<file path="config.mk">
export PLATFORM = sky130hd
export DESIGN_NAME = note_judge_flat
export DESIGN_NICKNAME = d
export VERILOG_FILES = /design/src/rtl/note_judge_if.sv /design/src/rtl/note_judge.sv /design/src/flat_wrapper.sv
export SDC_FILE = /design/constraint.sdc
export NUM_CORES = 1
export LEC_CHECK = 0
export ABC_AREA = 1
export CORE_MARGIN = 2
export CORE_UTILIZATION = 50
export CTS_BUF_LIST = sky130_fd_sc_hd__clkbuf_8
export CTS_CLUSTER_SIZE = 8
export DETAILED_ROUTE_END_ITERATION = 7
export PLACE_DENSITY = 0.65
export SETUP_SLACK_MARGIN = 0.3
export SYNTH_ARGS = -nofsm -noshare
export SYNTH_HDL_FRONTEND = slang
export SYNTH_SLANG_ARGS = --single-unit
</file>
<file path="constraint.sdc">
create_clock -name clk -period 8.71 [get_ports clk]
set_input_delay 1.742 -clock clk [delete_from_list [all_inputs] [get_ports clk]]
set_output_delay 1.742 -clock clk [all_outputs]
set_load 0.03 [all_outputs]
</file>
<file path="src/rtl/note_judge_if.sv">
// Lane control and status bundle between the gameplay driver and the note judge.
// The master side drives the lane inputs; the slave side (the judge) returns erase and scoring.
interface note_judge_if #(
  parameter int LANES = 8
);
  logic             i_run;
  logic             i_clear;
  logic             i_level;
  logic             i_step;
  logic [LANES-1:0] i_v_enb;
  logic [LANES-1:0] i_key;
  logic [LANES-1:0] o_erase;
  logic             o_hit;
  logic [15:0]      o_score;
  logic [7:0]       o_miss;
  logic             o_game_over;

  modport master (
    output i_run, i_clear, i_level, i_step, i_v_enb, i_key,
    input  o_erase, o_hit, o_score, o_miss, o_game_over
  );

  modport slave (
    input  i_run, i_clear, i_level, i_step, i_v_enb, i_key,
    output o_erase, o_hit, o_score, o_miss, o_game_over
  );
endinterface

</file>
<file path="src/rtl/note_judge.sv">
// Gameplay judge: mirrors each lane's falling block position, classifies key presses,
// drives erase back to the display and keeps score, miss count and game-over state.
module note_judge #(
  parameter int         LANES    = 8,
  parameter int         LIMIT    = 640,
  parameter int         HIT_LO   = 400,
  parameter int         HIT_HI   = 560,
  parameter logic [7:0] MAX_MISS = 8'd10
) (
  input  logic       clk,
  input  logic       rst,
  note_judge_if.slave bus
);

  localparam logic [9:0] L_LIMIT  = 10'(LIMIT);
  localparam logic [9:0] L_HIT_LO = 10'(HIT_LO);
  localparam logic [9:0] L_HIT_HI = 10'(HIT_HI);

  logic [LANES-1:0] r_active;
  logic [9:0]       r_pos [LANES];
  logic [LANES-1:0] r_v_enb_d;
  logic [LANES-1:0] r_key_d;
  logic [LANES-1:0] r_erase;
  logic             r_hit;
  logic [15:0]      r_score;
  logic [7:0]       r_miss;
  logic             r_game_over;

  logic [LANES-1:0] w_spawn;
  logic [LANES-1:0] w_press;
  logic [LANES-1:0] w_hit_vec;
  logic [LANES-1:0] w_expire;
  logic [LANES-1:0] w_fall;
  logic [7:0]       w_n_hit;
  logic [7:0]       w_n_exp;
  logic [8:0]       w_pts;
  logic [16:0]      w_score_sum;
  logic [15:0]      w_score_next;
  logic [8:0]       w_miss_sum;
  logic [7:0]       w_miss_next;

  // Per-lane event resolution; priority is spawn > hit > expiry > step.
  // NOTE: every always_comb output gets a default first so no path leaves it unassigned (no latch).
  always_comb begin
    w_spawn   = bus.i_v_enb & ~r_v_enb_d & {LANES{~r_game_over}};
    w_press   = bus.i_key & ~r_key_d;
    w_hit_vec = '0;
    w_expire  = '0;
    w_fall    = '0;
    w_n_hit   = '0;
    w_n_exp   = '0;
    for (int i = 0; i < LANES; i++) begin
      w_hit_vec[i] = !w_spawn[i] && w_press[i] && r_active[i] && !r_erase[i] &&
                     (r_pos[i] >= L_HIT_LO) && (r_pos[i] <= L_HIT_HI);
      w_expire[i]  = !w_spawn[i] && !w_hit_vec[i] && r_active[i] && !r_erase[i] &&
                     (r_pos[i] == L_LIMIT);
      w_fall[i]    = !w_spawn[i] && !w_hit_vec[i] && !w_expire[i] && r_active[i] &&
                     bus.i_step;
      w_n_hit      = w_n_hit + 8'(w_hit_vec[i]);
      w_n_exp      = w_n_exp + 8'(w_expire[i]);
    end
    w_pts        = bus.i_level ? {w_n_hit, 1'b0} : {1'b0, w_n_hit};
    w_score_sum  = {1'b0, r_score} + {8'b0, w_pts};
    w_score_next = w_score_sum[16] ? 16'hFFFF : w_score_sum[15:0];
    w_miss_sum   = {1'b0, r_miss} + {1'b0, w_n_exp};
    w_miss_next  = w_miss_sum[8] ? 8'hFF : w_miss_sum[7:0];
  end

  // NOTE: sequential state uses non-blocking assignments only, so every register samples pre-edge values.
  // NOTE: the position array is reset explicitly; it is a register bank, not a RAM, and stale positions would fake hits.
  always_ff @(posedge clk or posedge rst) begin
    if (rst) begin
      r_active    <= '0;
      r_v_enb_d   <= '0;
      r_key_d     <= '0;
      r_erase     <= '0;
      r_hit       <= 1'b0;
      r_score     <= '0;
      r_miss      <= '0;
      r_game_over <= 1'b0;
      for (int i = 0; i < LANES; i++) r_pos[i] <= '0;
    end else if (bus.i_clear) begin
      r_active    <= '0;
      r_v_enb_d   <= '0;
      r_key_d     <= '0;
      r_erase     <= '0;
      r_hit       <= 1'b0;
      r_score     <= '0;
      r_miss      <= '0;
      r_game_over <= 1'b0;
      for (int i = 0; i < LANES; i++) r_pos[i] <= '0;
    end else begin
      // Edge trackers follow the inputs even while paused so resuming fires no stale edge.
      r_v_enb_d <= bus.i_v_enb;
      r_key_d   <= bus.i_key;
      r_hit     <= 1'b0;
      if (bus.i_run) begin
        r_hit       <= |w_hit_vec;
        r_score     <= w_score_next;
        r_miss      <= w_miss_next;
        r_game_over <= r_game_over | (w_miss_next >= MAX_MISS);
        for (int i = 0; i < LANES; i++) begin
          if (w_spawn[i]) begin
            r_pos[i]    <= '0;
            r_active[i] <= 1'b1;
            r_erase[i]  <= 1'b0;
          end else if (w_hit_vec[i]) begin
            r_erase[i]  <= 1'b1;
            r_active[i] <= 1'b0;
          end else if (w_expire[i]) begin
            r_active[i] <= 1'b0;
          end else if (w_fall[i]) begin
            r_pos[i]    <= r_pos[i] + 10'd1;
          end
        end
      end
    end
  end

  assign bus.o_erase     = r_erase;
  assign bus.o_hit       = r_hit;
  assign bus.o_score     = r_score;
  assign bus.o_miss      = r_miss;
  assign bus.o_game_over = r_game_over;

endmodule
</file>
<file path="src/flat_wrapper.sv">
// flat-port wrapper written by rule: the top's interface ports become plain ports
module note_judge_flat 
#(
  parameter int         LANES    = 8,
  parameter int         LIMIT    = 640,
  parameter int         HIT_LO   = 400,
  parameter int         HIT_HI   = 560,
  parameter logic [7:0] MAX_MISS = 8'd10
)
  (clk, rst, bus_i_run, bus_i_clear, bus_i_level, bus_i_step, bus_i_v_enb, bus_i_key, bus_o_erase, bus_o_hit, bus_o_score, bus_o_miss, bus_o_game_over);
  note_judge_if #(.LANES(LANES)) bus_i ();
  input  logic clk;
  input  logic rst;
  input wire logic [$bits(bus_i.i_run)-1:0] bus_i_run;
  input wire logic [$bits(bus_i.i_clear)-1:0] bus_i_clear;
  input wire logic [$bits(bus_i.i_level)-1:0] bus_i_level;
  input wire logic [$bits(bus_i.i_step)-1:0] bus_i_step;
  input wire logic [$bits(bus_i.i_v_enb)-1:0] bus_i_v_enb;
  input wire logic [$bits(bus_i.i_key)-1:0] bus_i_key;
  output wire logic [$bits(bus_i.o_erase)-1:0] bus_o_erase;
  output wire logic [$bits(bus_i.o_hit)-1:0] bus_o_hit;
  output wire logic [$bits(bus_i.o_score)-1:0] bus_o_score;
  output wire logic [$bits(bus_i.o_miss)-1:0] bus_o_miss;
  output wire logic [$bits(bus_i.o_game_over)-1:0] bus_o_game_over;
  assign bus_i.i_run = bus_i_run;
  assign bus_i.i_clear = bus_i_clear;
  assign bus_i.i_level = bus_i_level;
  assign bus_i.i_step = bus_i_step;
  assign bus_i.i_v_enb = bus_i_v_enb;
  assign bus_i.i_key = bus_i_key;
  assign bus_o_erase = bus_i.o_erase;
  assign bus_o_hit = bus_i.o_hit;
  assign bus_o_score = bus_i.o_score;
  assign bus_o_miss = bus_i.o_miss;
  assign bus_o_game_over = bus_i.o_game_over;
  note_judge #(.LANES(LANES), .LIMIT(LIMIT), .HIT_LO(HIT_LO), .HIT_HI(HIT_HI), .MAX_MISS(MAX_MISS)) u_core (.clk(clk), .rst(rst), .bus(bus_i));
endmodule
</file>
; ---- Word level (Yosys, flattened, before mapping)
; Index checks and enable logic that the tools add are counted.
[totals]
reg_bits = 138
in_bits = 22
out_inout_bits = 34
wordCells = 371
[classes]
addsub = 24
magnitude_cmp = 17
eq_ne = 24
n_mux = 91
bitwise = 7
reduce_logical = 178
[op_table]
columns = op, n
row1 = two-way mux 10 bit, 32
row2 = two-way mux 80 bit, 2
row3 = adder 8 x 1 -> 8 bit, 12
row4 = logical AND 1 bit, 96
row5 = "adder 10 x 1 -> 10 bit, second input constant", 8
row6 = "== test 10 bit, second input constant", 8
row7 = ">= comparator 10 x 9 -> 1 bit, second input constant", 8
row8 = "<= comparator 10 bit, second input constant", 8
row9 = two-way mux 8 bit, 9
row10 = two-way mux 16 bit, 3
row11 = "inequality test 3 x 2 -> 1 bit, second input constant", 16
row12 = nonzero test 3 bit, 16
row13 = two-way mux 1 bit, 44
row14 = logical NOT 1 bit, 32
row15 = AND reduction 2 bit, 16
row16 = AND reduction 4 bit, 8
row17 = nonzero test 4 bit, 8
row18 = bitwise AND 8 bit, 3
row19 = adder 16 x 9 -> 17 bit, 1
row20 = NOT 8 bit, 2
row21 = adder 8 x 8 -> 9 bit, 1
row22 = two-way mux 9 bit, 1
row23 = ">= comparator 8 x 4 -> 1 bit, second input constant", 1
row24 = OR reduction 8 bit, 1
row25 = 4 further kinds, 5

; ---- Depth between registers and ports, before layout
[depth]
depth_word = 27
mapped_depth = 28
ltp_nobuf = 28

; ---- Worst setup path after synthesis
; OpenSTA, ideal clock, no wires.
[synth_path]
path_kind = in2reg
from = in bus_i_v_enb[1]
to = reg u_core.r_score[13] (netlist: u_core.bus.o_score[13])
setup_ns = 0.117
arrival_ns = 5.779
required_time_ns = 8.593
setup_slack_ns = 2.814
stages = 24
n_path_buf = 1
cell_sequence = inv_1 nor2_1 nand2_4 nand2_2 nor2_4 nand3_4 ha_1 inv_1 fa_1 fa_1 fa_1 fa_1 xor2_1 o21ai_0 ha_1 a21oi_1 o21ai_2 nand2_1 nand2_1 nand3_2 buf_6 nand3_1 nand2_1 nand2_1
[synth_between]
elab_chain_len = 20
[synth_rtl]
columns = element, line
row1 = from (decl), flat_wrapper.sv:18  ; input wire logic [$bits(bus_i.i_v_enb)-1:0] bus_i_v_enb;
row2 = bitwise AND 8 bit (2 in series), note_judge.sv:45  ; w_spawn = bus.i_v_enb & ~r_v_enb_d & {LANES{~r_game_over}};
row3 = logical NOT 1 bit, note_judge.sv:53  ; w_hit_vec[i] = !w_spawn[i] && w_press[i] && r_active[i] && !r_erase[i] &&
row4 = logical AND 1 bit (4 in series), note_judge.sv:53
row5 = logical AND 1 bit, note_judge.sv:54  ; (r_pos[i] >= L_HIT_LO) && (r_pos[i] <= L_HIT_HI);
row6 = adder 1 x 1 -> 2 bit, note_judge.sv:59  ; w_n_hit = w_n_hit + 8'(w_hit_vec[i]);
row7 = adder 8 x 1 -> 8 bit (6 in series), note_judge.sv:59
row8 = two-way mux 9 bit, note_judge.sv:62  ; w_pts = bus.i_level ? {w_n_hit, 1'b0} : {1'b0, w_n_hit};
row9 = adder 16 x 9 -> 17 bit, note_judge.sv:63  ; w_score_sum = {1'b0, r_score} + {8'b0, w_pts};
row10 = two-way mux 16 bit, note_judge.sv:64  ; w_score_next = w_score_sum[16] ? 16'hFFFF : w_score_sum[15:0];
row11 = two-way mux 16 bit, note_judge.sv:97  ; if (bus.i_run) begin
row12 = two-way mux 16 bit, note_judge.sv:82  ; end else if (bus.i_clear) begin
row13 = to (signal assigned), note_judge.sv:99  ; r_score <= w_score_next;
row14 = to (decl), note_judge.sv:25  ; logic [15:0] r_score;
; Every way passes these cells. The select of a mux whose other input is x is not followed.
; A chain may end at the register's enable or synchronous reset.

; ---- Final worst setup path
[layout_path]
from = in bus_i_key[0]
to = reg u_core.r_score[14] (netlist: u_core.bus.o_score[14])
[layout_between]
elab_chain_len = 18
[layout_rtl]
columns = element, line
row1 = from (decl), flat_wrapper.sv:19  ; input wire logic [$bits(bus_i.i_key)-1:0] bus_i_key;
row2 = bitwise AND 8 bit, note_judge.sv:46  ; w_press = bus.i_key & ~r_key_d;
row3 = logical AND 1 bit (4 in series), note_judge.sv:53
row4 = logical AND 1 bit, note_judge.sv:54
row5 = adder 1 x 1 -> 2 bit, note_judge.sv:59
row6 = adder 8 x 1 -> 8 bit (6 in series), note_judge.sv:59
row7 = two-way mux 9 bit, note_judge.sv:62
row8 = adder 16 x 9 -> 17 bit, note_judge.sv:63
row9 = two-way mux 16 bit, note_judge.sv:64
row10 = two-way mux 16 bit, note_judge.sv:97
row11 = two-way mux 16 bit, note_judge.sv:82
; Every way passes these cells. The select of a mux whose other input is x is not followed.

==> flow_summary.yaml <==
status:
  run_status: "completed"
synthesis:
  synth.net_count: 1528
  synth.top_cell.area_share_pct: 34.6
  synth_commonest_cells: "447 x nand2_1, 200 x inv_1, 167 x nand3_1"
  ys_ff_latch: 138
  seq_area_frac_synth_pct: 34.6
  synth_edf_count: 0
  yosysWarnings: 0
  postSynthAreaPerCell_um2: 6.82
  synthFlopType: "dfrtp_1"
  yosys.cell_types.count: 43
  yosys-top-cells-area: "dfrtp_1 35%, nand2_1 17%, nand3_1 8.4%, inv_1 7.5%, nor2_1 5.8%"
  synth_top_area_cell: "dfrtp_1"
  async_flop_share_pct: 100
  yosysMostFrequentCell: "nand2_1"
  syn_inst: 1464
  synthesis.area_um2: 9980
critical_path:
  cp.arrival_ps: 6760
  r2r_slack_ps: 3460
  crit_path_frequent_cell: "nand2_1"
  cp_max_fo: 15
  max_stage_delay_ps: 510
  r2r-start: "u_core.bus.o_game_over"
  reg2reg_to: "u_core.bus.o_score[14]"
  cp.required_ps: 9090
  worstPathCellList: "clkdlybuf4s50_1 > inv_1 > nor2_1 > nand2_1 > nor2_4 > nand3_4 > ha_1 > inv_1 > fa_1 > fa_1 > fa_1 > fa_1 > xor2_1 > mux2i_1 > ha_1 > nand2_1 > o21ai_2 > nand2_1 > nand2_1 > nand3_2 > nand3_1 > nand2_1 > nand2_1"
  r2r_cells: 23
  cpMaxStageDelayCell: "fa_1"
  start_kind: "primary input"
  cp-end-kind: "flip-flop"
  critPathKind: "primary input to flip-flop"
run:
  maxCapViolations: 0
global_routing:
  grt_max_degree: 72
  grt_usage_pct: 23.3
  grt_pass1_vias: 8341
  overflow: 0
  antenna_found_initial: 0
  grt_first_pass_wirelength_mm: 40.6
placed_design:
  placed_area_um2: 10700
  io_buffer_count: 55
  place.gp.congestion: 0.906
  hpwl_mm: 16.9
pwr:
  cellPowerDensity_nw_per_um2: 130
  p_clk_share_pct: 39.1
  p_sw_uw: 404
  combPwrFrac_pct: 13.1
  ir_worst_vdd_uv: 91.9
  intPower_mw: 1.03
  leakage_nw: 5.71
  seqPwrFrac_pct: 47.8
  p_sw_share_pct: 28.2
routing:
  met1_length_mm: 11.7
  post-route-drc-count: 0
  dr.pass1.iters: 5
  wl_mm: 23.9
  wl_met2_mm: 11.0
  vias: 9160
  ant_nets: 0
  drt_iter0_drc: 418
  highest_layer: "met4"
  viasPerCell: 5.14
  drt-wirelength-per-cell_um: 13.4
  route.met3.wl_mm: 1.03
finish:
  nets: 1568
  fillers: 1921
  regArea_um2: 3450
  n_antenna_cell: 0
  fin_area_um2: 11100
  syn_to_final_growth_pct: 10.9
  multi_input_area_um2: 5500
  layout-drive-gt1-share_pct: 6.66
floorplanning:
  io_pins: 56
  die_h_um: 145
  die_x_um: 145
  coreArea_um2: 19500
  start_util_pct: 51.1
  rows: 51
  design.die.area_um2: 21100
clock_tree:
  cts.clk_slew.worst_paths_ps: 80
  cts_tree: "yes"
  clockBufferDepth: 2
  clock_latency_ps: 450
  cts-resized-gates: 0
  post_cts_buffers: 0
  clock_sinks: 138
  ctsHoldBuffers: 0
  numCtsBuffers: 17
  cts_root_buffer: "clkbuf_8"
  htreeDepth: 4
sta:
  finalCritPeriodShare_pct: 73.2
  tns_ps: 0
  rsz0062_at_grt: "false"
  hold_viol_final: 0
  max_freq_mhz: 157
  worst_pin_slew_ps: 919
  slew_headroom_pct: 38.7
  drv_slew: 0
  fin_worst_skew_ps: 10.5
  finalCriticalPeriod_ps: 6370
  setup_viol: 0
hold_path:
  hold_depth: 2
  whs_endpoint: "u_core.r_active[5]"
  hp-start: "u_core.r_active[5]"
  hp-class: "flip-flop to flip-flop"
==> state kept, by name, indices dropped and copies added, names as in the netlist <==
register,cells
u_core.r_key_d,8
u_core.r_active,8
u_core.bus.o_erase,8
u_core.r_v_enb_d,8
u_core.bus.o_hit,1
u_core.bus.o_score,16
u_core.r_pos,80
u_core.bus.o_game_over,1
u_core.bus.o_miss,8
==> kinds of logic after synthesis <==
family / synth area share, %
AO/OA/AOI/OAI: 4.09
XOR/XNOR: 2.02
adder cells (fa/ha/maj): 6.02
buffers and inverters: 10.3
flip-flops: 34.6
multiplexers: 0.201
AND/OR/NAND/NOR: 42.8
==> cell usage in the layout, fill, tap and decap left out, types with 2 or more instances in the layout <==
cell type / count
nand3_1: 167
inv_2: 9
nand3b_1: 8
clkbuf_8: 18
fa_1: 10
a31oi_1: 2
nand2_2: 20
inv_1: 205
o21bai_1: 2
mux2i_1: 2
o21ai_0: 41
xnor2_1: 4
nand2_4: 4
dfrtp_1: 138
bufinv_16: 4
nand2_1: 447
clkinv_2: 3
a21oi_1: 20
or2_2: 2
nand3_2: 9
nor2_2: 6
buf_4: 4
o22ai_1: 2
o211ai_1: 2
xor2_1: 19
nor4_1: 14
ha_1: 32
nand4_1: 29
nand4_2: 2
nand3_4: 6
clkdlybuf4s50_1: 54
nor3_1: 55
o21ai_1: 3
nor2_4: 7
nor3b_1: 2
nor2_1: 155
==> routing by layer <==
metal / up-vias / track usage [%]
met1: 4228 / 32.9
met5: - / 0
met4: 0 / 5.44
li1: 4728 / -
met3: 17 / 4.37
met2: 187 / 37.1
==> critical path, delay by kind of cell <==
family | cells | cell delay (ps)
fa+ha+maj | 6 | 2550
simple gates | 11 | 1470
buf+inv | 3 | 540
xor+xnor | 1 | 190
compound gates | 1 | 160
mux | 1 | 100
==> worst max path at each step <==
stage,start,end,slack (ps),depth (start not counted)
after floorplan,bus_i_v_enb[1],u_core.bus.o_score[13],2810,24
after global placement,bus_i_key[0],u_core.bus.o_score[13],2030,23
after detailed placement,bus_i_v_enb[1],u_core.bus.o_score[8],1930,24
after CTS,bus_i_key[0],u_core.bus.o_score[13],2370,23
after global routing,bus_i_key[0],u_core.bus.o_score[14],2000,23
final,bus_i_key[0],u_core.bus.o_score[14],2340,23
==> power groups by stage <==
stage	Clock (mW)	Sequential [mW]	Combinational [mW]
2_1_floorplan	0	0.701	0.128
3_3_place_gp	0	0.699	0.189
3_5_place_dp	0	0.699	0.190
4_1_cts	0.577	0.686	0.191
5_1_grt	0.602	0.690	0.215
6_report	0.561	0.686	0.188
==> metrics by stage <==
step / hold slack, ps / std cells / total power, mW / setup WS, ps / utilization, %
floorplan: 469 / 1464 / 0.829 / 2810 / -
global placement: 487 / 1750 / 0.888 / 2030 / 54.6
detailed placement: 507 / 1750 / 0.889 / 1930 / 54.6
CTS: 524 / 1782 / 1.45 / 2370 / 56.7
global route: 557 / 1782 / 1.51 / 2000 / 56.7
finish: 521 / 1782 / 1.43 / 2340 / 56.7
==> layout make-up <==
cell class | count | area share (%)
timing repair buffer | 59 | 5.20
tap | 265 | 3.00
sequential | 138 | 31.2
inverter | 210 | 7.19
clock buffer | 18 | 2.24
clock inverter | 14 | 1.49
multi-input combinational | 1078 | 49.7
Note: power is estimated with default switching activity, not from simulation.
